## src/rtl/vending_pkg.sv

```systemverilog
// Shared constants for the vending controller: button map, coin values,
// slot prices and credit ceiling.
package vending_pkg;

    localparam int NUM_SLOTS = 9;
    localparam int NUM_COINS = 6;
    localparam int NUM_BTN   = 17;

    localparam logic [13:0] CREDIT_MAX = 14'd9995;

    // Button vector order doubles as event priority: bit 0 wins.
    localparam logic [4:0] BTN_CANCEL = 5'd0;
    localparam logic [4:0] BTN_DISP   = 5'd1;
    localparam logic [4:0] BTN_COIN0  = 5'd2;
    localparam logic [4:0] BTN_SLOT0  = 5'd8;

    localparam logic [3:0] SLOT_A1 = 4'd0;
    localparam logic [3:0] SLOT_A2 = 4'd1;
    localparam logic [3:0] SLOT_A3 = 4'd2;
    localparam logic [3:0] SLOT_B1 = 4'd3;
    localparam logic [3:0] SLOT_B2 = 4'd4;
    localparam logic [3:0] SLOT_B3 = 4'd5;
    localparam logic [3:0] SLOT_C1 = 4'd6;
    localparam logic [3:0] SLOT_C2 = 4'd7;
    localparam logic [3:0] SLOT_C3 = 4'd8;

    typedef logic [2:0] stock_t;

    // Coins ordered five, dollar, fifty, quarter, dime, nickel.
    function automatic logic [13:0] coin_value(input logic [2:0] c);
        logic [13:0] v;
        case (c)
            3'd0:    v = 14'd500;
            3'd1:    v = 14'd100;
            3'd2:    v = 14'd50;
            3'd3:    v = 14'd25;
            3'd4:    v = 14'd10;
            3'd5:    v = 14'd5;
            default: v = 14'd0;
        endcase
        return v;
    endfunction

    function automatic logic [13:0] slot_price(input logic [3:0] s);
        logic [13:0] p;
        case (s)
            SLOT_A1: p = 14'd125;
            SLOT_A2: p = 14'd150;
            SLOT_A3: p = 14'd175;
            SLOT_B1: p = 14'd100;
            SLOT_B2: p = 14'd200;
            SLOT_B3: p = 14'd225;
            SLOT_C1: p = 14'd250;
            SLOT_C2: p = 14'd300;
            SLOT_C3: p = 14'd500;
            default: p = 14'd0;
        endcase
        return p;
    endfunction

endpackage

```

## src/rtl/vm_bin2bcd.sv

```systemverilog
// Combinational 14-bit binary to four BCD digits (double dabble).
// Inputs are bounded to 0..9999 by the controller.
module vm_bin2bcd
    import vending_pkg::*;
(
    input  logic [13:0] bin_i,
    output logic [15:0] bcd_o
);

    logic [29:0] sr;

    always_comb begin
        sr = {16'd0, bin_i};
        for (int i = 0; i < 14; i++) begin
            for (int d = 0; d < 4; d++) begin
                if (sr[14 + 4*d +: 4] >= 4'd5) begin
                    sr[14 + 4*d +: 4] = sr[14 + 4*d +: 4] + 4'd3;
                end
            end
            sr = {sr[28:0], 1'b0};
        end
        bcd_o = sr[29:14];
    end

endmodule

```

## src/rtl/vending_machine.sv

```systemverilog
// 3x3 vending controller: conditioned button events, credit/stock state,
// slot LEDs and a registered BCD display word.
module vending_machine
    import vending_pkg::*;
#(
    parameter int DEBOUNCE_CYCLES = 1000000,
    parameter int STOCK_INIT      = 5
) (
    input  logic        clk,
    input  logic        rst,
    input  logic        A1,
    input  logic        A2,
    input  logic        A3,
    input  logic        B1,
    input  logic        B2,
    input  logic        B3,
    input  logic        C1,
    input  logic        C2,
    input  logic        C3,
    input  logic        nickel,
    input  logic        dime,
    input  logic        quarter,
    input  logic        fifty,
    input  logic        dollar,
    input  logic        five,
    input  logic        cancelReset,
    input  logic        coinsDisp,
    output logic        gLEDA1,
    output logic        gLEDA2,
    output logic        gLEDA3,
    output logic        gLEDB1,
    output logic        gLEDB2,
    output logic        gLEDB3,
    output logic        gLEDC1,
    output logic        gLEDC2,
    output logic        gLEDC3,
    output logic        rLEDA1,
    output logic        rLEDA2,
    output logic        rLEDA3,
    output logic        rLEDB1,
    output logic        rLEDB2,
    output logic        rLEDB3,
    output logic        rLEDC1,
    output logic        rLEDC2,
    output logic        rLEDC3,
    output logic [31:0] board7SD
);

    logic [NUM_BTN-1:0] btn_raw;
    logic [NUM_BTN-1:0] sync1_q;
    logic [NUM_BTN-1:0] sync2_q;
    logic [NUM_BTN-1:0] deb;
    logic [NUM_BTN-1:0] prev_q;
    logic [NUM_BTN-1:0] ev;

    assign btn_raw = {C3, C2, C1, B3, B2, B1, A3, A2, A1,
                      nickel, dime, quarter, fifty, dollar, five,
                      coinsDisp, cancelReset};

    always_ff @(posedge clk or posedge rst) begin
        if (rst) begin
            sync1_q <= '0;
            sync2_q <= '0;
        end else begin
            sync1_q <= btn_raw;
            sync2_q <= sync1_q;
        end
    end

    genvar g;
    generate
        if (DEBOUNCE_CYCLES == 0) begin : g_nodeb
            assign deb = sync2_q;
        end else begin : g_deb
            localparam int CW = (DEBOUNCE_CYCLES > 1) ?
                                $clog2(DEBOUNCE_CYCLES) : 1;
            localparam logic [CW-1:0] CNT_LAST = CW'(DEBOUNCE_CYCLES - 1);
            for (g = 0; g < NUM_BTN; g++) begin : g_bit
                logic [CW-1:0] cnt_q;
                logic          lvl_q;
                // Accept a new level only after it has held long enough.
                always_ff @(posedge clk or posedge rst) begin
                    if (rst) begin
                        cnt_q <= '0;
                        lvl_q <= 1'b0;
                    end else if (sync2_q[g] == lvl_q) begin
                        cnt_q <= '0;
                    end else if (cnt_q == CNT_LAST) begin
                        cnt_q <= '0;
                        lvl_q <= sync2_q[g];
                    end else begin
                        cnt_q <= cnt_q + 1'b1;
                    end
                end
                assign deb[g] = lvl_q;
            end
        end
    endgenerate

    always_ff @(posedge clk or posedge rst) begin
        if (rst) begin
            prev_q <= '0;
        end else begin
            prev_q <= deb;
        end
    end

    assign ev = deb & ~prev_q;

    logic [4:0] ev_idx;
    logic       ev_any;

    always_comb begin
        ev_idx = '0;
        ev_any = |ev;
        for (int i = NUM_BTN - 1; i >= 0; i--) begin
            if (ev[i]) begin
                ev_idx = 5'(i);
            end
        end
    end

    logic [13:0] credit_q, credit_d;
    logic [3:0]  sel_q, sel_d;
    logic [13:0] change_q, change_d;
    logic        show_q, show_d;
    stock_t      stock_q [NUM_SLOTS];
    stock_t      stock_d [NUM_SLOTS];

    logic        is_cancel, is_disp, is_coin, is_slot;
    logic [4:0]  coin_off, slot_off;
    logic [2:0]  coin;
    logic [3:0]  slot;
    logic [14:0] sum;
    logic [13:0] price;

    assign coin_off  = ev_idx - BTN_COIN0;
    assign slot_off  = ev_idx - BTN_SLOT0;
    assign coin      = coin_off[2:0];
    assign slot      = slot_off[3:0];
    assign sum       = {1'b0, credit_q} + {1'b0, coin_value(coin)};
    assign price     = slot_price(slot);
    assign is_cancel = ev_any && (ev_idx == BTN_CANCEL);
    assign is_disp   = ev_any && (ev_idx == BTN_DISP);
    assign is_coin   = ev_any && (ev_idx >= BTN_COIN0) &&
                       (ev_idx < BTN_SLOT0);
    assign is_slot   = ev_any && (ev_idx >= BTN_SLOT0);

    always_comb begin
        credit_d = credit_q;
        sel_d    = sel_q;
        change_d = change_q;
        show_d   = show_q;
        stock_d  = stock_q;
        unique case (1'b1)
            is_cancel: begin
                change_d = credit_q;
                credit_d = '0;
                show_d   = 1'b1;
                sel_d    = '0;
            end
            is_disp: begin
                change_d = credit_q;
                credit_d = '0;
                show_d   = 1'b1;
            end
            is_coin: begin
                if (sum <= {1'b0, CREDIT_MAX}) begin
                    credit_d = sum[13:0];
                end
                show_d = 1'b0;
            end
            is_slot: begin
                show_d = 1'b0;
                if (stock_q[slot] != '0) begin
                    if (credit_q >= price) begin
                        credit_d       = credit_q - price;
                        stock_d[slot]  = stock_q[slot] - 3'd1;
                        sel_d          = '0;
                    end else begin
                        sel_d = slot + 4'd1;
                    end
                end
            end
            default: ;
        endcase
    end

    always_ff @(posedge clk or posedge rst) begin
        if (rst) begin
            credit_q <= '0;
            sel_q    <= '0;
            change_q <= '0;
            show_q   <= 1'b0;
            for (int i = 0; i < NUM_SLOTS; i++) begin
                stock_q[i] <= 3'(STOCK_INIT);
            end
        end else begin
            credit_q <= credit_d;
            sel_q    <= sel_d;
            change_q <= change_d;
            show_q   <= show_d;
            for (int i = 0; i < NUM_SLOTS; i++) begin
                stock_q[i] <= stock_d[i];
            end
        end
    end

    logic [NUM_SLOTS-1:0] gled_d, gled_q;
    logic [NUM_SLOTS-1:0] rled_d, rled_q;

    always_comb begin
        for (int i = 0; i < NUM_SLOTS; i++) begin
            gled_d[i] = (stock_d[i] != '0) &&
                        (credit_d >= slot_price(4'(i)));
            rled_d[i] = (stock_d[i] == '0);
        end
    end

    logic [13:0] up_bin;
    logic [15:0] up_bcd, cr_bcd;

    always_comb begin
        up_bin = '0;
        if (show_d) begin
            up_bin = change_d;
        end else if (sel_d != '0) begin
            up_bin = slot_price(sel_d - 4'd1);
        end
    end

    vm_bin2bcd u_up_bcd (
        .bin_i (up_bin),
        .bcd_o (up_bcd)
    );

    vm_bin2bcd u_cr_bcd (
        .bin_i (credit_d),
        .bcd_o (cr_bcd)
    );

    always_ff @(posedge clk or posedge rst) begin
        if (rst) begin
            gled_q   <= '0;
            rled_q   <= '0;
            board7SD <= '0;
        end else begin
            gled_q   <= gled_d;
            rled_q   <= rled_d;
            board7SD <= {up_bcd, cr_bcd};
        end
    end

    assign {gLEDC3, gLEDC2, gLEDC1, gLEDB3, gLEDB2, gLEDB1,
            gLEDA3, gLEDA2, gLEDA1} = gled_q;
    assign {rLEDC3, rLEDC2, rLEDC1, rLEDB3, rLEDB2, rLEDB1,
            rLEDA3, rLEDA2, rLEDA1} = rled_q;

endmodule

```

## config.mk

```make
export PLATFORM = sky130hd
export DESIGN_NAME = vending_machine
export DESIGN_NICKNAME = d
export VERILOG_FILES = /design/src/rtl/vending_pkg.sv /design/src/rtl/vm_bin2bcd.sv /design/src/rtl/vending_machine.sv
export SDC_FILE = /design/constraint.sdc
export NUM_CORES = 1
export LEC_CHECK = 0
export BUFFER_PORTS_ARGS = -buffer_cell sky130_fd_sc_hd__buf_2
export CAP_MARGIN = 10
export CORE_MARGIN = 4
export CORE_UTILIZATION = 47
export DETAILED_ROUTE_END_ITERATION = 8
export GPL_TIMING_DRIVEN = 0
export HOLD_SLACK_MARGIN = 0.06
export PLACE_DENSITY = 0.64
export RECOVER_POWER = 50
export SYNTH_ARGS = -nofsm -noshare
export SYNTH_HDL_FRONTEND = slang
export SYNTH_SLANG_ARGS = --single-unit
```

## constraint.sdc

```tcl
create_clock -name clk -period 54.1 [get_ports clk]
set_clock_uncertainty 0.1 [all_clocks]
set_input_delay 8.115 -clock clk [delete_from_list [all_inputs] [get_ports clk]]
set_output_delay 8.115 -clock clk [all_outputs]
set_load 0.005 [all_outputs]
```

* Yosys cells after proc, flatten, opt, wreduce, memory -nomap -nowiden
Memories as Yosys holds them, arrays and structs flattened. Cells that the tools add are included.
Storage, ports and cells: flip-flop bits (word level) 518, latch bits 0, memory bits (writable) 0, bits in read-only memories 288, bits of input ports 19, output and inout bits 50, logic and storage cells 440, memories kept 2
Cells by class: $add $sub $neg 76, $mul 0, divide/modulo/power cells 0, magnitude comparators 68, equal/unequal tests 40, shift operators 0, muxes and demuxes 124, bitwise gates (word level) 20, reduce and logical (&&, ||, !) cells 57
Memories:
- (no name shown) | words 16, bits a word 9, read ports 1, clocked after memory_dff 0, wr ports 0, RTL line vending_pkg.sv:46 | case (s)
- (no name shown) | words 16, bits a word 9, read ports 1, clocked after memory_dff 0, wr ports 0, RTL line vending_pkg.sv:46
Operators with widths (number):
- 20-bit two-way mux | 34
- 20-bit by 1-bit adder with 20-bit output (second input constant) | 17
- 20-bit == test (second input constant) | 17
- 4-bit two-way mux | 50
- 4-bit by 3-bit greater-or-equal comparator with 1-bit output (second input constant) | 44
- 4-bit by 2-bit adder with 4-bit output (second input constant) | 42
- 5-bit two-way mux | 17
- 14-bit two-way mux | 6
- 27-bit two-way mux | 3
- 14-bit by 8-bit greater-or-equal comparator with 1-bit output (second input constant) | 5
- 9-bit one-hot mux with 6 select lines | 1
- 14-bit one-hot mux with 3 select lines | 1
- 2-bit AND reduction | 17
- 3-bit zero test | 10
- 3-bit nonzero test | 10
- 14-bit by 7-bit greater-or-equal comparator with 1-bit output (second input constant) | 2
- 14-bit by 9-bit greater-or-equal comparator with 1-bit output (second input constant) | 2
- 27-bit bitwise mux | 1
- 3-bit by 2-bit adder with 4-bit output (second input constant) | 6
- 3-bit greater-or-equal comparator (second input constant) | 8
- 3-bit two-way mux | 7
- 17-bit AND | 1
- 1-bit == test | 17
- 1-bit inverter | 17
- other kinds (30) | 50

* Longest topological paths before layout
Gate-level depths: netlist of run 1. An unclocked memory read counts as a cell.
depth in word-level cells 53, depth in mapped cells 76, mapped depth without buffers 75

* Modules after synthesis
From an unflattened synthesis of run 1, not the netlist that was laid out.
Unflattened totals: cell total of the unflattened synthesis 3563, area total of the unflattened synthesis 32212.1 sq um
By module, submodules not included:
- vending_machine | times used 1, cells an instance 2417, area each 24613.6 sq um, sequential area each 12985.0 sq um
- vm_bin2bcd at u_cr_bcd | times used 1, cells an instance 577, area each 3857.4 sq um, sequential area each 0.0 sq um
- vm_bin2bcd at u_up_bcd | times used 1, cells an instance 569, area each 3741.1 sq um, sequential area each 0.0 sq um

* Worst setup path after synthesis of run 1
OpenSTA, ideal clock, no wires.
kind reg2reg, start register prev_q[14], end register board7SD[13], setup time 130 ps, data arrival time 12718 ps, required time 53870 ps, slack 41153 ps, cell stages (with the launch flop) 69, buffers on the path 1, period minus slack after synthesis 12947 ps, path through dfrtp_1 > nand2b_1 > nand2_1 > a31oi_1 > o211ai_1 > nand3_1 > a31oi_1 > clkbuf_1 > ha_1 > inv_1 > o21ai_0 > ha_1 > inv_1 > fa_1 > nand2b_1 > a21oi_2 > a41oi_1 > xnor2_1 > (+33 left out) > a21oi_1 > ha_1 > inv_1 > o311ai_0 > mux2i_1 > and2_1 > nor2_1 > xor2_1 > inv_1 > ha_1 > nor2_1 > nor2_1 > a21oi_1 > ha_1 > inv_1 > o21ai_0 > o21ai_1 > xnor2_1
Between the ends: word-level cells in the longest chain between the ends 47, elaborated cells on any way between the ends 112, classes of those cells add/sub (24); order compare (25); eq/ne (6); mux (43); bitwise (3); reduce/logical (10); memory (1)
Ends and longest elaborated chain:
- from (decl) | RTL line vending_machine.sv:53 | logic [NUM_BTN-1:0] prev_q;
- from (signal assigned) | RTL line vending_machine.sv:102 | prev_q <= '0;
- from (signal assigned) | RTL line vending_machine.sv:104 | prev_q <= deb;
- 17-bit inverter (*) | RTL line vending_machine.sv:108 | assign ev = deb & ~prev_q;
- 17-bit AND (*) | RTL line vending_machine.sv:108
- parallel branches: the longest is 22 deep, another holds 5-bit two-way mux
- 14-bit one-hot mux with 3 select lines (*) | RTL line vending_machine.sv:155 | unique case (1'b1)
- 3-bit by 2-bit adder with 4-bit output / 3-bit greater-or-equal comparator (equally long branches) | RTL line vm_bin2bcd.sv:17, vm_bin2bcd.sv:16
- 4-bit two-way mux | RTL line vm_bin2bcd.sv:16 | if (sr[14 + 4*d +: 4] >= 4'd5) begin
- 4-bit by 2-bit adder with 4-bit output / 4-bit by 3-bit greater-or-equal comparator with 1-bit output (equally long branches) | RTL line vm_bin2bcd.sv:17, vm_bin2bcd.sv:16
- 4-bit two-way mux | RTL line vm_bin2bcd.sv:16
- (+11 left out)
- 4-bit two-way mux | RTL line vm_bin2bcd.sv:16
- 4-bit by 2-bit adder with 4-bit output / 4-bit by 3-bit greater-or-equal comparator with 1-bit output (equally long branches) | RTL line vm_bin2bcd.sv:17, vm_bin2bcd.sv:16
- 4-bit two-way mux | RTL line vm_bin2bcd.sv:16
- 4-bit by 2-bit adder with 4-bit output (tied with other cells) | RTL line vm_bin2bcd.sv:17 | sr[14 + 4*d +: 4] = sr[14 + 4*d +: 4] + 4'd3;
- 4-bit two-way mux / 3-bit two-way mux (equally long branches) | RTL line vm_bin2bcd.sv:16
- 4-bit by 3-bit greater-or-equal comparator with 1-bit output / 3-bit by 2-bit adder with 3-bit output (equally long branches) | RTL line vm_bin2bcd.sv:16, vm_bin2bcd.sv:17
- 3-bit two-way mux (*) | RTL line vm_bin2bcd.sv:16
- via cr_bcd[13] | RTL line vending_machine.sv:221 | logic [15:0] up_bcd, cr_bcd;
- to (signal assigned) | RTL line vending_machine.sv:250 | board7SD <= {up_bcd, cr_bcd};
- to (decl) | RTL line vending_machine.sv:46 | output logic [31:0] board7SD
Mark *: on every way through the listed nets, which the timed path passes. The select of a mux whose other input is x is not followed. A chain may end at the register's enable or synchronous reset.

* Worst setup path after layout of run 1
start register g_deb.g_bit[13].lvl_q, end register board7SD[29]
Between the ends: word-level cells in the longest chain between the ends 43, elaborated cells on any way between the ends 107, classes of those cells add/sub (23); order compare (24); eq/ne (1); mux (44); bitwise (2); reduce/logical (11); memory (2)
Ends and longest elaborated chain:
- from (decl) | RTL line vending_machine.sv:80 | logic lvl_q;
- from (signal assigned) | RTL line vending_machine.sv:90 | lvl_q <= sync2_q[g];
- 17-bit AND (*) | RTL line vending_machine.sv:108
- 5-bit two-way mux (14 in series) | RTL line vending_machine.sv:117 | if (ev[i]) begin
- 5-bit by 2-bit greater-or-equal comparator with 1-bit output | RTL line vending_machine.sv:145 | assign is_coin = ev_any && (ev_idx >= BTN_COIN0) &&
- 1-bit logical AND (2 in series) | RTL line vending_machine.sv:145
- 2-bit OR reduction (no source line)
- 1-bit one-hot mux with 2 select lines (*) | RTL line vending_machine.sv:155
- via show_d | RTL line vending_machine.sv:126 | logic show_q, show_d;
- 14-bit two-way mux (*) | RTL line vending_machine.sv:225 | if (show_d) begin
- (+15 left out)
- 4-bit two-way mux | RTL line vm_bin2bcd.sv:16
- 4-bit by 2-bit adder with 4-bit output / 4-bit by 3-bit greater-or-equal comparator with 1-bit output (equally long branches) | RTL line vm_bin2bcd.sv:17, vm_bin2bcd.sv:16
- 4-bit two-way mux | RTL line vm_bin2bcd.sv:16
- 4-bit by 2-bit adder with 4-bit output (tied with other cells) | RTL line vm_bin2bcd.sv:17
- 4-bit two-way mux / 3-bit two-way mux (equally long branches) | RTL line vm_bin2bcd.sv:16
- 4-bit by 3-bit greater-or-equal comparator with 1-bit output / 3-bit by 2-bit adder with 3-bit output (equally long branches) | RTL line vm_bin2bcd.sv:16, vm_bin2bcd.sv:17
- 3-bit two-way mux (*) | RTL line vm_bin2bcd.sv:16
- via u_up_bcd.bcd_o[13] | RTL line vm_bin2bcd.sv:7 | output logic [15:0] bcd_o
The timed path passes the listed nets; every way through them passes the cells marked *. The select of a mux whose other input is x is not followed.

==> results of run 1 <==
sequential cells by signal, summed over array words and instances (netlist names):
signal / count
change_q: 14
sel_q: 4
gled_q: 9
g_deb.g_bit.cnt_q: 340
sync1_q: 17
show_q: 1
rled_q: 9
board7SD: 32
prev_q: 17
credit_q: 13
g_deb.g_bit.lvl_q: 17
stock_q: 27
sync2_q: 17
power by group through the flow:
stage          Combinational (W)  Sequential, W  Clock (W)
2_1_floorplan          0.0000139       0.000401          0
3_5_place_dp           0.0000206       0.000402          0
3_3_place_gp           0.0000193       0.000402          0
6_report               0.0000196       0.000395   0.000395
4_1_cts                0.0000207       0.000395   0.000408
5_1_grt                0.0000237       0.000395   0.000424
worst min-delay path by stage:
stage	start	end	slack, ps	cells past startpoint
2_1_floorplan	sync1_q[0]	sync2_q[0]	230	0
3_3_place_gp	sync1_q[14]	sync2_q[14]	230	0
3_5_place_dp	sync1_q[13]	sync2_q[13]	230	0
4_1_cts	sync1_q[9]	sync2_q[9]	250	0
5_1_grt	sync1_q[9]	sync2_q[9]	250	0
6_report	sync1_q[13]	sync2_q[13]	250	0
layer usage:
layer | wire [um] | part of all wire, %
met5 | 0 | 0
met4 | 1290 | 2.0
met3 | 2240 | 3.6
met2 | 27800 | 44
met1 | 31700 | 50
cells by family after synthesis:
group / count (synthesis) / share of synthesized area [%]
xor gates and xnor gates: 313 / 8.97
DFF: 517 / 42.3
muxes: 115 / 3.98
buffers and inverters: 219 / 2.83
AOI/OAI and AO/OA: 638 / 13.5
and+or+nand+nor: 1415 / 22.8
adders and majority gates: 138 / 5.68
per-stage QoR:
| step | std cells | cell area (um^2) | hold slack, ps | power, W | worst slack [ps] |
|---|---|---|---|---|---|
| final | 4390 | 34100 | 246 | 0.000810 | 38350 |
| after global routing | 4390 | 34100 | 253 | 0.000843 | 36840 |
| after CTS | 4390 | 34100 | 249 | 0.000824 | 38670 |
| after detailed placement | 4283 | 32200 | 235 | 0.000422 | 38820 |
| after global placement | 4278 | 32100 | 235 | 0.000421 | 25500 |
| after floorplan | 3355 | 30700 | 231 | 0.000415 | 31470 |
Yosys cell counts, types with 9 or more instances:
library cell / instances
nand2_1: 303
and3_1: 95
buf_2: 15
mux2i_1: 69
inv_1: 140
o21a_1: 34
nand4_1: 55
and4b_1: 11
nor2_1: 441
xnor2_1: 155
dfstp_2: 18
or2_2: 15
nor3_1: 58
nand3_1: 137
a31oi_1: 16
mux2_2: 43
o21ai_0: 183
or3_1: 78
a21oi_1: 181
a211oi_1: 10
nand2b_1: 53
a21o_1: 16
o211ai_1: 19
xor2_1: 157
o21ai_1: 18
dfrtp_1: 499
a22oi_1: 9
clkbuf_1: 45
and2_1: 35
o22ai_1: 11
nor4b_1: 19
nor2b_1: 23
nor4_1: 32
ha_1: 136
and4_1: 20
layout make-up:
type	instances	area, um^2
fillers	5980	30400
repair buffers	73	448
clock inverters	28	310
clock buffers	79	1610
well taps	855	1070
plain buffers	70	299
flip-flops and latches	517	13000
multi-input cells	2619	16800
inverters	149	568
worst register-to-register path, delay by kind of cell, from the launching register on:
kind,cells,cell delay [ps]
simple gates,19,2720
xor+xnor,6,1330
compound gates,17,4410
mux,3,1030
flops,1,420
fa+ha+maj,12,2970
buf+inv,13,2640
==> impl_metrics.yaml, run 1 <==
status:
  status: "finished, violations left"
  failed_checks: "capacitance limit, slew limit"
floorplanning:
  start_util_pct: 47.6
  coreArea_mm2: 0.0645
  die-area_mm2: 0.0694
  die_h_um: 263
  num_rows: 93
  io_pins: 69
  die_w_um: 263
cells_and_area:
  layout-drive-gt1-share_pct: 8.68
  fin_nets: 3644
  areaGrowthSynthToFinish_pct: 11.1
  insertedDiodeCount: 0
  layout_common_cells: "dfrtp_1 (499), nor2_1 (441), nand2_1 (303)"
  fin_util_pct: 52.8
  final_common_cell: "dfrtp_1"
global_routing:
  gr-usage-met1_pct: 26.8
  grt_util_met2_pct: 28.1
  antenna_found_initial: 0
  grt_pass1_wl_um: 109000
  track_usage_pct: 18.0
  grt-ovfl-total: 0
  grt_start_max_net_pins: 126
  grt_busiest_layer: "met2"
  use_met3_pct: 2.29
  grt_pass1_vias: 22500
worst_setup_path:
  cp_max_fo: 13
  critPathKind: "flop to flop"
  reg2reg_to: "board7SD[29]"
  critical-path-top-delay-family: "compound AO/OA/AOI/OAI gates"
  slowest_stage: "clkbuf_1"
  ff2ff_path_depth: 70
  cpPeakStageDelay_ps: 820
  r2r_setup_slack_ps: 38350
  start_kind: "flop"
  cp.required_ps: 54480
  critical_path_buf_inv_count: 13
  cp.arrival_ps: 16120
  crit_path_start: "g_deb.g_bit[13].lvl_q"
  endpoint_kind: "flop"
  cp.depth: 70
  critPathMostFrequentCell: "ha_1"
  critPathCapture: "board7SD[29]"
  reg2reg_from: "g_deb.g_bit[13].lvl_q"
logic_synthesis:
  synth_top_area_share_pct: 40.7
  syn_avg_cell_area_um2: 9.14
  netlist_instances: 3355
  syn_area_mm2: 0.0307
  async_reset_ff_share_pct: 100
  syn_nets: 3512
  ys.flop_type: "dfrtp_1"
  yosysTopAreaCell: "dfrtp_1"
  yosysWarnings: 0
  synthDistinctLibCells: 113
  synth-edff-count: 0
  ys_ff_latch: 517
  ys_top_cells_by_area: "dfrtp_1 (41%), ha_1 (5.6%), nor2_1 (5.4%), xor2_1 (4.5%), xnor2_1 (4.4%)"
  ys_seq_area_share_pct: 42.3
route:
  vias: 23800
  drt-vias-per-instance: 5.41
  ant_nets: 0
  drc: 0
  wl_per_cell_um: 14.4
  dr.first_iter.drc_count: 1375
  wirelength_um: 63000
  dr.pass1.iters: 5
clock_network:
  post-cts-setup-buffers: 0
  cts_max_level: 2
  cts_made_buffers: 57
  clock_latency_ps: 610
  clock-sinks: 517
  hold_buffers: 0
  clkTransAtPathRegs_ps: 60
  clk_path_buf_depth: 3
  cts_resized: 0
  root_buffer: "clkbuf_16"
  cts_tree: "yes"
timing:
  maxSlewViolCount: 100
  final_hold_viol_count: 0
  tightestPinTransition_ps: 4820
  fin_tns_setup_ps: 0
  clock.fmax_mhz: 63.5
  period_needed_ps: 15750
  setup_viol_count_final: 0
  rsz0062_at_grt: "no"
  maxSlewHeadroom_pct: -223
  period_share_pct: 29.1
pwr:
  p_int_w: 0.000629
  switching_share_pct: 22.3
  seq_power_share_pct: 48.8
  p_clk_share_pct: 48.8
  p_leak_nw: 15.1
  p_switching_w: 0.000180
  p_comb_share_pct: 2.4
  max-vdd-ir-drop_mv: 0.0229
  pwr_density_cell_mw_per_mm2: 23.8
hold_path:
  hp-class: "flop to flop"
flow_run:
  drv_cap: 1
placed_design:
  port_buffers: 68
  place_congestion: 0.866
  hpwlAfterDp_um: 44600
No activity file was read; power rests on OpenSTA's default activity.
==> run 2: changes to the inputs <==
==> constraint.sdc (replaced) <==
create_clock -name clk -period 16.3 [get_ports clk]
set_clock_uncertainty 0.1 [all_clocks]
set_input_delay 2.445 -clock clk [delete_from_list [all_inputs] [get_ports clk]]
set_output_delay 2.445 -clock clk [all_outputs]
set_load 0.005 [all_outputs]
==> run 2 against run 1 <==
Effect of this change: the flow still finishes with violations (capacitance limit, slew limit); cell count increased by 0.25%; via count about the same; hold slack lost 4.2 ps; cell area grew 1.0%; worst setup slack got worse by 37000 ps; critical path type unchanged.
==> impl_metrics.yaml, run 2 (synthesized netlist as in run 1, its figures left out) <==
flow_run:
  drv_cap: 4
route:
  drc: 0
  wl_per_cell_um: 14.4
  vias: 23800
  wirelength_um: 63200
  drt-vias-per-instance: 5.40
  dr.pass1.iters: 5
  ant_nets: 0
  dr.first_iter.drc_count: 1377
timing:
  fin_hold_ws_ps: 242
  period_share_pct: 91.3
  clock.fmax_mhz: 67.2
  rsz0062_at_grt: "no"
  setup_viol_count_final: 0
  fin_tns_setup_ps: 0
  maxSlewViolCount: 149
  tightestPinTransition_ps: 2200
  maxSlewHeadroom_pct: -46.9
  finalWorstSetupSlack_ps: 1420
  period_needed_ps: 14880
  final_hold_viol_count: 0
floorplanning:
  die_w_um: 263
  start_util_pct: 47.6
  die_h_um: 263
  num_rows: 93
  die-area_mm2: 0.0694
  coreArea_mm2: 0.0645
  io_pins: 69
cells_and_area:
  multi_input_area_mm2: 0.0169
  seqCellArea_mm2: 0.0130
  largest_reg_flops: 340
  insertedDiodeCount: 0
  layout-drive-gt1-share_pct: 9.56
  largest-register: "g_deb.g_bit.cnt_q"
  finalNonFillerCells: 4401
  final_common_cell: "dfrtp_1"
  fin_nets: 3654
  areaGrowthSynthToFinish_pct: 12.2
  layout_common_cells: "dfrtp_1 (499), nor2_1 (441), nand2_1 (303)"
  final.fill_count: 5903
  top_regs: "g_deb.g_bit.cnt_q: 340 flops, board7SD: 32 flops, stock_q: 27 flops"
pwr:
  total_power_w: 0.00278
  p_leak_nw: 15.2
  max-vdd-ir-drop_mv: 0.0907
  pwr_density_cell_mw_per_mm2: 80.8
worst_setup_path:
  cp.arrival_ps: 15310
  slowest_stage: "or4b_4"
  endpoint_kind: "flop"
  cp_max_fo: 9
  critPathKind: "flop to flop"
  critPathMostFrequentCell: "ha_1"
  critical_path_buf_inv_count: 8
  start_kind: "flop"
  critical-path-top-delay-family: "compound AO/OA/AOI/OAI gates"
  cp.required_ps: 16730
  cpPeakStageDelay_ps: 510
clock_network:
  clkTransAtPathRegs_ps: 60
  cts_max_level: 2
  post-cts-setup-buffers: 0
  root_buffer: "clkbuf_16"
  clock-sinks: 517
  clk_path_buf_depth: 3
  cts_tree: "yes"
  cts_made_buffers: 57
  clock_latency_ps: 640
status:
  status: "finished, violations left"
  failed_checks: "capacitance limit, slew limit"
placed_design:
  place_congestion: 0.877
  port_buffers: 68
  hpwlAfterDp_um: 45900
  place_ws_ps: 958
  dp.cells: 4294
global_routing:
  grt-ovfl-total: 0
  grt_pass1_wl_um: 110000
  antenna_found_initial: 0
  grt_start_max_net_pins: 43
  grt_pass1_vias: 22700
  track_usage_pct: 18.0
hold_path:
  hp-class: "flop to flop"
==> run 2: changes by cell type in the layout (fill, tap and decap cells not counted), sizes merged <==
cell and delta:
buf +9, bufinv +2, clkbuf +7, clkinv -4, clkinvlp -1, inv -2
==> run 2: layer usage <==
metal | track usage (%) | vias up | part of all wire [%]
met5 | 0 | - | 0
met4 | 3.85 | 0 | 1.8
met3 | 2.99 | 85 | 4.0
met2 | 28.9 | 335 | 45
met1 | 26.0 | 11300 | 50
li1 | - | 12100 | -
==> run 2: final cells by class <==
cell class                      count  share of cell area, %
Inverter                          149                   1.65
Clock inverter                     23                   1.07
Clock buffer                       85                   5.04
Timing Repair Buffer               84                   1.62
Tap cell                          855                   3.11
Buffer                             69                  0.865
Sequential cell                   517                   37.7
Multi-Input combinational cell   2619                   49.0
==> run 2: stage by stage <==
| step | area, um^2 | utilization (%) |
|---|---|---|
| detailed placement | 32400 | 50.2 |
| finish | 34400 | 53.4 |
| CTS | 34500 | 53.5 |
| global route | 34400 | 53.4 |
| global placement | 32100 | 49.7 |
| floorplan | 30700 | - |
==> run 2: worst reg2reg max path, delay by kind of cell, from the launching register on <==
| family | cells | cell delay, ps |
|---|---|---|
| adders and majority gates | 11 | 2810 |
| AOI/OAI and AO/OA | 32 | 6180 |
| buffers and inverters | 8 | 770 |
| and+or+nand+nor | 16 | 3650 |
| xor gates and xnor gates | 3 | 840 |
| DFF | 1 | 430 |
==> run 2: path summary, 6_finish.rpt <==
kind | from | endpoint | slack (ps) | cells after the start
max | g_deb.g_bit[13].lvl_q | board7SD[14] | 1420 | 70
min | sync1_q[0] | sync2_q[0] | 240 | 0
max reg2reg | g_deb.g_bit[13].lvl_q | board7SD[14] | 1420 | 70
min reg2reg | sync1_q[0] | sync2_q[0] | 240 | 0
max in group asynchronous | rst | g_deb.g_bit[3].cnt_q[7] | 10780 | 7
min in group asynchronous | rst | sync1_q[2] | 1850 | 2
==> run 2: repair_timing <==
action | 4_1_cts | 5_1_grt
hold buffers | 0 | 0
gates resized for setup | 0 | 11
endpoints found under the setup margin | 0 | 24
endpoints found under the hold margin | 0 | 0
==> run 2: report_power, final <==
| part | internal, W | switching [W] | total [W] |
|---|---|---|---|
| Sequential | 0.00130 | 0.0000117 | 0.00131 |
| Clock | 0.000851 | 0.000552 | 0.00140 |
| Combinational | 0.0000195 | 0.0000480 | 0.0000675 |
| Total | 0.00217 | 0.000612 | 0.00278 |
